[config.mk]
export PLATFORM = sky130hd
export DESIGN_NAME = mem_data_resp64
export DESIGN_NICKNAME = d
export VERILOG_FILES = /design/src/rtl/mem_data_resp64_pkg.sv /design/src/rtl/mem_load_extract64.sv /design/src/rtl/mem_data_resp64.sv
export SDC_FILE = /design/constraint.sdc
export NUM_CORES = 1
export LEC_CHECK = 0
export BUFFER_PORTS_ARGS = -buffer_cell sky130_fd_sc_hd__buf_2
export CAP_MARGIN = 20
export CELL_PAD_IN_SITES_DETAIL_PLACEMENT = 2
export CELL_PAD_IN_SITES_GLOBAL_PLACEMENT = 2
export CORE_ASPECT_RATIO = 1.5
export CORE_MARGIN = 2
export CORE_UTILIZATION = 33
export DETAILED_ROUTE_END_ITERATION = 7
export GPL_ROUTABILITY_DRIVEN = 0
export MAX_ROUTING_LAYER = met4
export PLACE_DENSITY = 0.92
export SLEW_MARGIN = 10
export SYNTH_ARGS = -nofsm -noshare
export SYNTH_HDL_FRONTEND = slang
export SYNTH_SLANG_ARGS = --single-unit
[constraint.sdc]
create_clock -name clock -period 13.29 [get_ports clock]
set_clock_uncertainty 0.05 [all_clocks]
set_input_delay 0.6645 -clock clock [delete_from_list [all_inputs] [get_ports clock]]
set_output_delay 0.6645 -clock clock [all_outputs]
set_load 0.02 [all_outputs]
[src/rtl/mem_data_resp64_pkg.sv]
// Shared execute-stage memory constants: status codes, access sizes,
// response FSM states and small decode helpers.
package mem_data_resp64_pkg;

  localparam logic [1:0] UMEM_OK_READY = 2'd0;
  localparam logic [1:0] UMEM_OK_OK    = 2'd1;
  localparam logic [1:0] UMEM_OK_HOLD  = 2'd2;
  localparam logic [1:0] UMEM_OK_FAULT = 2'd3;

  localparam logic [1:0] MEM_SZ_8  = 2'd0;
  localparam logic [1:0] MEM_SZ_16 = 2'd1;
  localparam logic [1:0] MEM_SZ_32 = 2'd2;
  localparam logic [1:0] MEM_SZ_64 = 2'd3;

  // Last counter value still spent waiting; 255 BUS cycles in total.
  localparam logic [7:0] BUS_TIMEOUT_LAST = 8'd254;

  typedef enum logic [1:0] {
    ST_IDLE  = 2'd0,
    ST_BUS   = 2'd1,
    ST_DONE  = 2'd2,
    ST_FAULT = 2'd3
  } memRespState_t;

  function automatic logic isMisaligned(input logic [1:0] size, input logic [2:0] off);
    case (size)
      MEM_SZ_16: return off[0];
      MEM_SZ_32: return |off[1:0];
      MEM_SZ_64: return |off;
      default:   return 1'b0;
    endcase
  endfunction

  function automatic logic [7:0] sizeByteEn(input logic [1:0] size);
    case (size)
      MEM_SZ_8:  return 8'h01;
      MEM_SZ_16: return 8'h03;
      MEM_SZ_32: return 8'h0F;
      default:   return 8'hFF;
    endcase
  endfunction

endpackage

[src/rtl/mem_load_extract64.sv]
// Load lane extraction: pick the addressed lane from a 64-bit bus word,
// truncate to the access size and sign- or zero-extend.
module mem_load_extract64 (
  input  logic [63:0] rdata,
  input  logic [2:0]  addr,
  input  logic [2:0]  mode,
  output logic [63:0] value
);
  import mem_data_resp64_pkg::*;

  logic [63:0] shifted;
  logic        zext;

  always_comb begin
    shifted = rdata >> {addr, 3'b000};
    zext    = mode[2];
    case (mode[1:0])
      MEM_SZ_8:  value = zext ? {56'b0, shifted[7:0]}  : {{56{shifted[7]}},  shifted[7:0]};
      MEM_SZ_16: value = zext ? {48'b0, shifted[15:0]} : {{48{shifted[15]}}, shifted[15:0]};
      MEM_SZ_32: value = zext ? {32'b0, shifted[31:0]} : {{32{shifted[31]}}, shifted[31:0]};
      default:   value = shifted;
    endcase
  end

endmodule

[src/rtl/mem_data_resp64.sv]
// Execute-stage data memory responder: accepts one load/store from execute,
// runs it as a single aligned 64-bit bus transfer and reports status.
module mem_data_resp64 (
  input  logic        clock,
  input  logic        reset,
  input  logic [63:0] memAddr,
  input  logic [63:0] memData,
  input  logic        memLoad,
  input  logic        memStore,
  input  logic [4:0]  memOpMode,
  input  logic [7:0]  memOpCmd2,
  output logic [63:0] memOutData,
  output logic [7:0]  memOutCmd2,
  output logic [1:0]  memOK,
  output logic [63:0] busAddr,
  output logic [63:0] busWData,
  output logic [7:0]  busByteEn,
  output logic        busRead,
  output logic        busWrite,
  input  logic [63:0] busRData,
  input  logic        busAck
);
  import mem_data_resp64_pkg::*;

  memRespState_t state, stateNext;
  logic [7:0]    timeout;
  logic          opLoad;
  logic [2:0]    opAddrLo;
  logic [2:0]    opMode;
  logic          accept;
  logic [63:0]   loadValue;
  logic          unusedModeBits;

  assign unusedModeBits = ^memOpMode[4:3];

  mem_load_extract64 uExtract (
    .rdata (busRData),
    .addr  (opAddrLo),
    .mode  (opMode),
    .value (loadValue)
  );

  // Strobes decode from state so an asynchronous reset removes them at once.
  assign busRead  = (state == ST_BUS) &&  opLoad;
  assign busWrite = (state == ST_BUS) && !opLoad;

  always_comb begin
    stateNext = state;
    accept    = 1'b0;
    memOK     = UMEM_OK_READY;
    case (state)
      ST_IDLE: begin
        if (memLoad || memStore) begin
          memOK = UMEM_OK_HOLD;
          if ((memLoad && memStore) || isMisaligned(memOpMode[1:0], memAddr[2:0])) begin
            stateNext = ST_FAULT;
          end else begin
            stateNext = ST_BUS;
            accept    = 1'b1;
          end
        end
      end
      ST_BUS: begin
        memOK = UMEM_OK_HOLD;
        if (busAck) begin
          stateNext = ST_DONE;
        end else if (timeout == BUS_TIMEOUT_LAST) begin
          stateNext = ST_FAULT;
        end
      end
      ST_DONE: begin
        memOK     = UMEM_OK_OK;
        stateNext = ST_IDLE;
      end
      default: begin
        memOK     = UMEM_OK_FAULT;
        stateNext = ST_IDLE;
      end
    endcase
    if (reset) begin
      memOK = UMEM_OK_READY;
    end
  end

  always_ff @(posedge clock or posedge reset) begin
    if (reset) begin
      state      <= ST_IDLE;
      timeout    <= '0;
      opLoad     <= 1'b0;
      opAddrLo   <= '0;
      opMode     <= '0;
      memOutData <= '0;
      memOutCmd2 <= '0;
      busAddr    <= '0;
      busWData   <= '0;
      busByteEn  <= '0;
    end else begin
      state <= stateNext;
      if (state == ST_BUS && !busAck) begin
        timeout <= timeout + 8'd1;
      end else begin
        timeout <= '0;
      end
      if (accept) begin
        opLoad     <= memLoad;
        opAddrLo   <= memAddr[2:0];
        opMode     <= memOpMode[2:0];
        memOutCmd2 <= memOpCmd2;
        busAddr    <= {memAddr[63:3], 3'b000};
        busWData   <= memData << {memAddr[2:0], 3'b000};
        busByteEn  <= sizeByteEn(memOpMode[1:0]) << memAddr[2:0];
      end
      if (state == ST_BUS && busAck && opLoad) begin
        memOutData <= loadValue;
      end
      // Clearing on entry makes the FAULT cycle read zero and keeps it held after.
      if (stateNext == ST_FAULT) begin
        memOutData <= '0;
      end
    end
  end

endmodule

* Word-level counts from Yosys, hierarchy flattened
Cells that the tools add are included.
Storage, ports and cells: bits in latches 0, bits in registers 222, output and inout port bits 212, RAM bits 0, memories kept 0, input port bits 210, logic and storage cells 62, bits in read-only memories 0
Cells by class: muxes and demuxes 23, divide/modulo/power cells 0, bitwise logic cells 0, add/sub/neg operators 1, reductions and logical operators 16, multiply operators 0, order comparisons 0, shift-type cells 3, equal/unequal tests 9
Operators with widths (count):
- $mux W64 | 5
- $pmux W64 S3 | 1
- $shl A64 B6 Y64 | 1
- $shr A64 B6 Y64 | 1
- $pmux W8 S3 | 1
- $mux W8 | 2
- $mux W2 | 6
- $eq A2 B2 Y1 const B | 5
- $add A8 B1 Y8 const B | 1
- $eq A8 B8 Y1 const B | 1
- $shl A8 B3 Y8 | 1
- $eq A2 B1 Y1 const B | 3
- $logic_and A1 B1 Y1 | 6
- $logic_not A2 Y1 | 3
- $pmux W2 S3 | 1
- $mux W1 | 5
- $pmux W2 S2 | 1
- $pmux W1 S3 | 1
- $reduce_or A3 Y1 | 1
- $logic_not A1 Y1 | 2
- $logic_or A1 B1 Y1 | 2
- $reduce_bool A2 Y1 | 1
- $reduce_or A2 Y1 | 1

* Logic depth before layout (Yosys ltp)
Gate-level depths: netlist of run 1.
depth in word-level cells 10, depth in mapped cells 9, gate-level depth less buffers 6

* Hierarchy
A second synthesis of run 1 with hierarchy kept.
Second synthesis, totals: cell total of the unflattened synthesis 1180, area, all modules 12657.1 um2
By module, submodules not included:
- mem_data_resp64 | area each 10357.4 um2, sequential area each 5555.3 um2, instances 1, cells each 916
- mem_load_extract64 | area each 2299.7 um2, sequential area each 0.0 um2, instances 1, cells each 264

* Worst setup path before layout of run 1
No wires, ideal clock.
path type in2reg, from input port memAddr[0], to register busByteEn[1], setup slack 10.691 ns, path buffers 4, required time 13.105 ns, arrival time 2.414 ns, cell stages on the path 9, library setup time 0.135 ns, cell sequence clkbuf_1 -> or2_1 -> a222oi_1 -> nand2_1 -> clkbuf_1 -> clkbuf_1 -> clkbuf_1 -> nand2_1 -> o31ai_1
On the way: word-level cells in the longest chain between the ends 8, elaborated cells on any way between the ends 10, classes of those cells 1 x shift; 6 x mux; 3 x reduce/logical
Ends and longest elaborated chain:
- start, declared | line mem_data_resp64.sv:6 | input logic [63:0] memAddr,
- $reduce_or A3 Y1 / $reduce_or A2 Y1 (equally long branches) | line mem_data_resp64_pkg.sv:29, mem_data_resp64_pkg.sv:28
- $pmux W1 S3 | line mem_data_resp64_pkg.sv:26 | case (size)
- $mux W1 | line mem_data_resp64.sv:53 | if (memLoad || memStore) begin
- $mux W1 | line mem_data_resp64.sv:51 | case (state)
- $logic_or A1 B1 Y1 | line mem_data_resp64.sv:55 | if ((memLoad && memStore) || isMisaligned(memOpMode[1:0], memAddr[2:0])) begin
- $mux W1 | line mem_data_resp64.sv:55
- $mux W1 | line mem_data_resp64.sv:53
- $mux W1 | line mem_data_resp64.sv:51
- end signal, assigned | line mem_data_resp64.sv:111 | busByteEn <= sizeByteEn(memOpMode[1:0]) << memAddr[2:0];
- end, declared | line mem_data_resp64.sv:17 | output logic [7:0] busByteEn,
Several ways; a longest one is shown, not always the timed one. The select of a mux whose other input is x is not followed. A chain may end at the register's enable or synchronous reset.

* Worst setup path after layout of run 1
from register opAddrLo[1], to register memOutData[20]
On the way: word-level cells in the longest chain between the ends 5, elaborated cells on any way between the ends 7, classes of those cells 1 x shift; 6 x mux
Ends and longest elaborated chain:
- start, declared | line mem_data_resp64.sv:28 | logic [2:0] opAddrLo;
- start signal, assigned | line mem_data_resp64.sv:106 | opAddrLo <= memAddr[2:0];
- $shr A64 B6 Y64 * | line mem_load_extract64.sv:15 | shifted = rdata >> {addr, 3'b000};
- $mux W64, on equally long branches | line mem_load_extract64.sv:20, mem_load_extract64.sv:18, mem_load_extract64.sv:19
- $pmux W64 S3 * | line mem_load_extract64.sv:17 | case (mode[1:0])
- $mux W64 * | line mem_data_resp64.sv:113 | if (state == ST_BUS && busAck && opLoad) begin
- $mux W64 * | line mem_data_resp64.sv:117 | if (stateNext == ST_FAULT) begin
- end signal, assigned | line mem_data_resp64.sv:114 | memOutData <= loadValue;
- end, declared | line mem_data_resp64.sv:12 | output logic [63:0] memOutData,
Mark *: on every way between the ends. The rest lies on a longest branch, timed or not. The select of a mux whose other input is x is not followed.

==> results of run 1 <==
-- path summary, 6_finish.rpt --
| kind | from | to | slack, ns | depth (start not counted) |
|---|---|---|---|---|
| worst max-delay path | opAddrLo[1]$_DFFE_PP0P_ | memOutData[20]$_DFFE_PP0P_ | 9.44 | 6 |
| worst min-delay path | reset | busByteEn[7]$_DFFE_PP0P_ | 0.17 | 2 |
| worst max register to register | opAddrLo[1]$_DFFE_PP0P_ | memOutData[20]$_DFFE_PP0P_ | 9.44 | 6 |
| worst min register to register | busWData[17]$_DFFE_PP0P_ | busWData[17]$_DFFE_PP0P_ | 0.42 | 2 |
| max in group asynchronous | reset | busWData[51]$_DFFE_PP0P_ | 11.53 | 3 |
| min in group clock | memAddr[12] | busAddr[12]$_DFFE_PP0P_ | 0.30 | 2 |
-- logic make-up after synthesis --
family | count (synthesis)
AOI/OAI and AO/OA | 308
xor gates and xnor gates | 6
adders and majority gates | 2
buffers and inverters | 110
DFF | 222
muxes | 230
other | 1
and+or+nand+nor | 235
-- state kept, by name (all words and copies together), names as in the netlist --
signal      cells
opLoad          1
busWData       64
busByteEn       8
busAddr        61
opAddrLo        3
timeout         8
memOutData     64
memOutCmd2      8
opMode          3
state           2
-- cell usage after synthesis, types with 2 or more instances --
master,number,share of area
buf_4,4,0.0025
o21a_1,3,0.0019
o22ai_1,15,0.0079
mux2_2,102,0.097
o21ai_0,51,0.021
nand2_1,86,0.027
a22o_1,16,0.012
or2_2,3,0.0016
ha_1,2,0.0021
and2_1,4,0.0021
nand4_1,2,0.0011
a221o_2,4,0.0038
o2bb2ai_1,25,0.018
xor2_1,5,0.0037
buf_6,2,0.0019
a221o_1,6,0.0051
a21oi_1,74,0.031
or2_1,2,0.0011
buf_1,18,0.0057
nor2_1,84,0.027
buf_2,7,0.0029
nor3b_1,9,0.0057
a211o_1,13,0.0096
clkbuf_1,69,0.022
inv_1,10,0.0032
dfrtp_1,222,0.47
o22a_1,8,0.0059
and3_1,2,0.0011
nand3_1,4,0.0017
nand2b_1,4,0.0021
o31ai_1,19,0.012
nor2b_1,23,0.012
o32a_1,5,0.0042
mux2i_1,115,0.097
a21o_1,11,0.0070
mux4_2,13,0.025
a211oi_1,43,0.027
o221ai_1,3,0.0022
nor3_1,6,0.0025
-- power groups by stage --
stage	Clock, mW	Combinational, mW	Sequential (mW)
floorplan	0	0.796	1.45
global placement	0	1.69	1.14
detailed placement	0	1.77	1.18
CTS	0.763	1.79	1.18
global route	0.788	1.89	1.21
finish	0.749	1.79	1.18
-- final cells by class --
class | instances | area (µm²) | area share
diodes | 6 | 15.01 | 0.0009893
clock buffers | 31 | 676.9 | 0.04460
clock inverters | 13 | 190.2 | 0.01253
inverters | 10 | 45.04 | 0.002968
multi-input cells | 784 | 5908 | 0.3893
flip-flops and latches | 222 | 5559 | 0.3663
well taps | 478 | 598.1 | 0.03941
repair buffers | 429 | 2185 | 0.1439
-- through the flow --
stage	hold slack (ns)	instance area [µm²]	power, mW	std cells
global route	0.2244	15180	3.891	1973
detailed placement	0.4152	14280	2.948	1922
finish	0.1683	15180	3.714	1973
floorplan	0.4274	11890	2.249	1116
global placement	0.4065	14280	2.829	1922
CTS	0.1830	15150	3.734	1966
-- per-layer routing --
| layer | global-route usage | vias up | routed length [µm] |
|---|---|---|---|
| met3 | 0.05205 | 151 | 2844 |
| met2 | 0.5207 | 488 | 28480 |
| met1 | 0.2854 | 5496 | 18690 |
| li1 | - | 4819 | - |
| met5 | - | - | 0 |
| met4 | 0.1719 | 0 | 3435 |
==> flow_metrics.py, run 1 <==
metrics = {
    "pwr": {
        "p_sw_mw": 1.666,
        "p_comb_frac": 0.482,
        "sequentialPowerShare": 0.316,
        "ir_drop_v": 0.0001319,
        "p_leak_nw": 7.546,
        "p_int_mw": 2.049,
        "clock_power_share": 0.202,
        "power.density_nw_per_um2": 244.7,
        "switching_share": 0.4484,
    },
    "setup_path": {
        "crit_path_end_kind": "flop",
        "slowest_delay_ns": 0.88,
        "path_delay_family": "compound AO/OA/AOI/OAI gates",
        "crit_fanout": 66,
        "required_ns": 13.71,
        "cp_data_arrival_time_ns": 4.27,
        "worst_path_max_delay_cell": "a2111oi_4",
        "critPathKind": "reg2reg",
        "critPathBufInv": 1,
        "start_kind": "flop",
        "crit_chain": "buf_4 -> nand2b_1 -> o221ai_1 -> nand3_1 -> a2111oi_4 -> a221o_1",
    },
    "routing": {
        "vias": 10950,
        "first_pass_iters": 4,
        "wirelength_um": 53460,
        "avgRoutedWirePerCell_um": 27.09,
        "drt_iter0_markers": 527,
        "drc": 0,
        "postRouteAntennaNets": 0,
        "viasPerCell": 5.552,
    },
    "yosys": {
        "ys_async_sr_fraction": 1.000,
        "synthAdderAreaFrac": 0.002107,
        "synth_mux_area_frac": 0.2182,
        "netlist_instances": 1114,
        "synth_simple_gate_area_frac": 0.08890,
        "avgSynthCellArea_um2": 10.66,
        "synthFlopType": "dfrtp_1",
        "ys_ff_latch": 222,
        "synth_area_um2": 11880,
        "yosysWarnings": 0,
        "synth_top_family_by_area": "multiplexers",
        "synthXorXnorAreaFrac": 0.004424,
        "ys_seq_area_frac": 0.4677,
        "synth_cell_types": 59,
        "synth-edff-count": 0,
        "synth_compound_area_frac": 0.1803,
    },
    "clock_tree": {
        "hold_buffers": 0,
        "cts_sinks": 222,
        "clk_path_buf_depth": 3,
        "cts_tree": "built",
        "postCtsSetupRepairBufs": 0,
        "numCtsBuffers": 24,
        "cts_resized": 0,
        "h-tree-depth": 1,
        "cts.clk_slew.worst_paths_ns": 0.07,
        "cts-root-buf": "clkbuf_16",
        "clkLatencyLatePin_ns": 0.54,
    },
    "sta": {
        "slew_headroom": 0.3227,
        "fin_ws_ns": 9.442,
        "tightest_slew_ns": 1.016,
        "min_period_ns": 3.848,
        "hold_viol": 0,
        "rsz0062_at_grt": "false",
        "setup_viol": 0,
        "drv_slew": 0,
        "tns_ns": 0,
        "fmax_mhz": 259.9,
        "post-route-period-util": 0.2895,
    },
    "final_layout": {
        "fillers": 3859,
        "fin_util": 0.4247,
        "nNetsFinal": 1683,
        "final_cell_mix": "414 x buf_2, 219 x dfrtp_1, 115 x mux2i_1",
        "mostFrequentLayoutCell": "buf_2",
        "drive_above_1_share": 0.4043,
        "syn2layout_area_growth_pct": 27.77,
    },
    "global_route": {
        "grt_antenna_before_repair": 7,
        "grt_pass1_vias": 12680,
        "grt-ovfl-total": 0,
        "grt_pass1_wl_um": 80290,
        "grt_usage": 0.2869,
        "grt_max_degree": 86,
    },
    "run_status": {
        "status": "completed",
    },
    "placed_design": {
        "port_buffers": 416,
        "pre_cts_ws_ns": 8.973,
        "detailed_place_hpwl_um": 39050,
    },
    "flow_run": {
        "cap_violations": 0,
    },
    "die": {
        "die_w_um": 158.9,
        "fp.dieH_um": 236.4,
        "start_util": 0.3324,
        "pin_count": 422,
        "die-area_um2": 37560,
        "design.core.area_um2": 35730,
        "std_cell_rows": 85,
    },
    "worst_hold_path": {
        "hp-class": "in2async",
    },
}
No activity file was read; power rests on OpenSTA's default activity.
==> inputs of run 2 (changes only) <==
--- a/config.mk
+++ b/config.mk
@@ -11,11 +11,11 @@
 export CELL_PAD_IN_SITES_GLOBAL_PLACEMENT = 2
 export CORE_ASPECT_RATIO = 1.5
 export CORE_MARGIN = 2
-export CORE_UTILIZATION = 33
+export CORE_UTILIZATION = 28
 export DETAILED_ROUTE_END_ITERATION = 7
 export GPL_ROUTABILITY_DRIVEN = 0
 export MAX_ROUTING_LAYER = met4
-export PLACE_DENSITY = 0.92
+export PLACE_DENSITY = 0.84
 export SLEW_MARGIN = 10
 export SYNTH_ARGS = -nofsm -noshare
 export SYNTH_HDL_FRONTEND = slang
==> constraint.sdc (replaced) <==
create_clock -name clock -period 3.1 [get_ports clock]
set_clock_uncertainty 0.05 [all_clocks]
set_input_delay 0.155 -clock clock [delete_from_list [all_inputs] [get_ports clock]]
set_output_delay 0.155 -clock clock [all_outputs]
set_load 0.02 [all_outputs]
==> flow_metrics.py, run 2 (synthesis gave the netlist of run 1 again) <==
metrics = {
    "die": {
        "std_cell_rows": 92,
        "fp.dieH_um": 256.3,
        "start_util": 0.2835,
        "design.core.area_um2": 41900,
        "die-area_um2": 44120,
        "die_w_um": 172.2,
        "pin_count": 422,
    },
    "routing": {
        "wirelength_um": 55690,
        "vias": 11420,
        "viasPerCell": 5.251,
        "first_pass_iters": 5,
        "avgRoutedWirePerCell_um": 25.62,
        "drt_iter0_markers": 704,
        "postRouteAntennaNets": 0,
        "drc": 0,
    },
    "setup_path": {
        "r2r-end": "memOutData[41]$_DFFE_PP0P_",
        "r2r_start": "opAddrLo[0]$_DFFE_PP0P_",
        "required_ns": 3.53,
        "critPathBufInv": 1,
        "reg2reg_setup_slack_ns": 0.56,
        "reg2reg_depth": 5,
        "critPathKind": "reg2reg",
        "crit_chain": "mux4_2 -> nor3_1 -> o31a_1 -> buf_4 -> a22o_1",
        "start_kind": "flop",
        "crit_path_end_kind": "flop",
        "crit_fanout": 24,
        "path_delay_family": "flip-flops",
        "cp_data_arrival_time_ns": 2.97,
        "worst_path_max_delay_cell": "dfrtp_2",
        "slowest_delay_ns": 0.74,
    },
    "sta": {
        "post-route-period-util": 0.8190,
        "hold_viol": 0,
        "drv_slew": 0,
        "fmax_mhz": 393.9,
        "rsz0062_at_grt": "false",
        "tns_ns": 0,
        "slew_headroom": 0.4304,
        "min_period_ns": 2.539,
        "setup_viol": 0,
        "tightest_slew_ns": 0.8544,
    },
    "global_route": {
        "grt-ovfl-total": 0,
        "grt_antenna_before_repair": 3,
        "grt_max_degree": 159,
        "grt_pass1_vias": 12950,
        "grt_usage": 0.2548,
        "grt_pass1_wl_um": 82480,
    },
    "worst_hold_path": {
        "hold_path_depth": 3,
        "min_to": "busWData[20]$_DFFE_PP0P_",
        "min-delay-start": "memData[12]",
        "hp-class": "in2reg",
    },
    "clock_tree": {
        "numCtsBuffers": 26,
        "cts.clk_slew.worst_paths_ns": 0.06,
        "cts_sinks": 222,
        "clkLatencyLatePin_ns": 0.56,
        "clk_path_buf_depth": 3,
        "h-tree-depth": 1,
        "cts_tree": "built",
        "cts-root-buf": "clkbuf_16",
        "postCtsSetupRepairBufs": 0,
    },
    "pwr": {
        "power.density_nw_per_um2": 981.4,
        "ir_drop_v": 0.0005543,
        "p_leak_nw": 8.057,
    },
    "final_layout": {
        "nNetsFinal": 1800,
        "syn2layout_area_growth_pct": 38.29,
        "drive_above_1_share": 0.3852,
        "mostFrequentLayoutCell": "buf_2",
        "largestRegisters": "busWData (64), memOutData (64), busAddr (61)",
        "fin_util": 0.3921,
        "final_cell_mix": "414 x buf_2, 220 x dfrtp_1, 115 x mux2i_1",
    },
    "flow_run": {
        "cap_violations": 0,
    },
    "run_status": {
        "status": "completed",
    },
    "placed_design": {
        "detailed_place_hpwl_um": 38090,
        "port_buffers": 416,
    },
}
## run 2: changes by cell type in the layout (fill, tap and decap cells not counted), moves of 3 or more
cell | before | now
dlygate4sd3_1 | 0 | 96
buf_4 | 15 | 27
buf_12 | 0 | 7
clkbuf_1 | 2 | 5
clkinv_2 | 4 | 7
clkinv_4 | 3 | 0
diode_2 | 6 | 3
## run 2: per-layer routing
layer  part of all wire  wire length, µm  track usage  vias to the layer above
li1                   -                -            -                     5042
met1               0.35            19570       0.2621                     5763
met2               0.53            29310       0.4510                      445
met3              0.055             3078      0.04383                      165
met4              0.067             3742       0.1459                        0
met5                  0                0            -                        -
## run 2: final cells by class
| type | count | area, µm² |
|---|---|---|
| Fill cell | 4567 | 25470 |
| Multi-Input combinational cell | 784 | 5893 |
| Sequential cell | 222 | 5558 |
| Timing Repair Buffer | 544 | 3376 |
| Clock buffer | 34 | 710.7 |
| Tap cell | 564 | 705.7 |
| Clock inverter | 13 | 135.1 |
| Inverter | 10 | 41.29 |
| Antenna cell | 3 | 7.507 |
## run 2: per-stage QoR
stage	setup slack, ns	hold WS (ns)	cell area (µm²)	power (mW)	std cells
floorplan	-0.001055	0.2036	11890	9.641	1116
global placement	0.6465	0.1379	14610	12.33	2028
detailed placement	0.5621	0.1518	14610	12.70	2028
CTS	0.5642	0.005115	16420	16.07	2171
global route	0.4332	0.03405	16430	16.95	2174
finish	0.5612	0.01751	16430	16.12	2174
## run 2: how the worst max path moves through the flow
stage,cells past startpoint,to,startpoint
2_1_floorplan,1,busAddr[10]$_DFFE_PP0P_,reset
3_3_place_gp,5,memOutData[17]$_DFFE_PP0P_,opAddrLo[0]$_DFFE_PP0P_
3_5_place_dp,5,memOutData[23]$_DFFE_PP0P_,opAddrLo[0]$_DFFE_PP0P_
4_1_cts,5,memOutData[41]$_DFFE_PP0P_,opAddrLo[0]$_DFFE_PP0P_
5_1_grt,5,memOutData[41]$_DFFE_PP0P_,opAddrLo[0]$_DFFE_PP0P_
6_report,5,memOutData[41]$_DFFE_PP0P_,opAddrLo[0]$_DFFE_PP0P_
## run 2: repair_timing
item	CTS	global route
hold buffers	96	0
resized for setup	0	0
endpoints found under the hold margin	247	0
## run 2: worst register-to-register path, delay by kind of cell, from the launching register on
| kind | cells | cell delay, ns |
|---|---|---|
| AOI/OAI and AO/OA | 2 | 0.40 |
| buffers and inverters | 1 | 0.24 |
| DFF | 1 | 0.74 |
| muxes | 1 | 0.65 |
| and+or+nand+nor | 1 | 0.38 |
## run 2: power breakdown
part	switching, mW	internal [mW]	leakage (nW)
Combinational	4.95	2.97	4.80
Clock	1.38	1.79	0.415
Sequential	0.924	4.13	2.84
Total	7.24	8.88	8.06
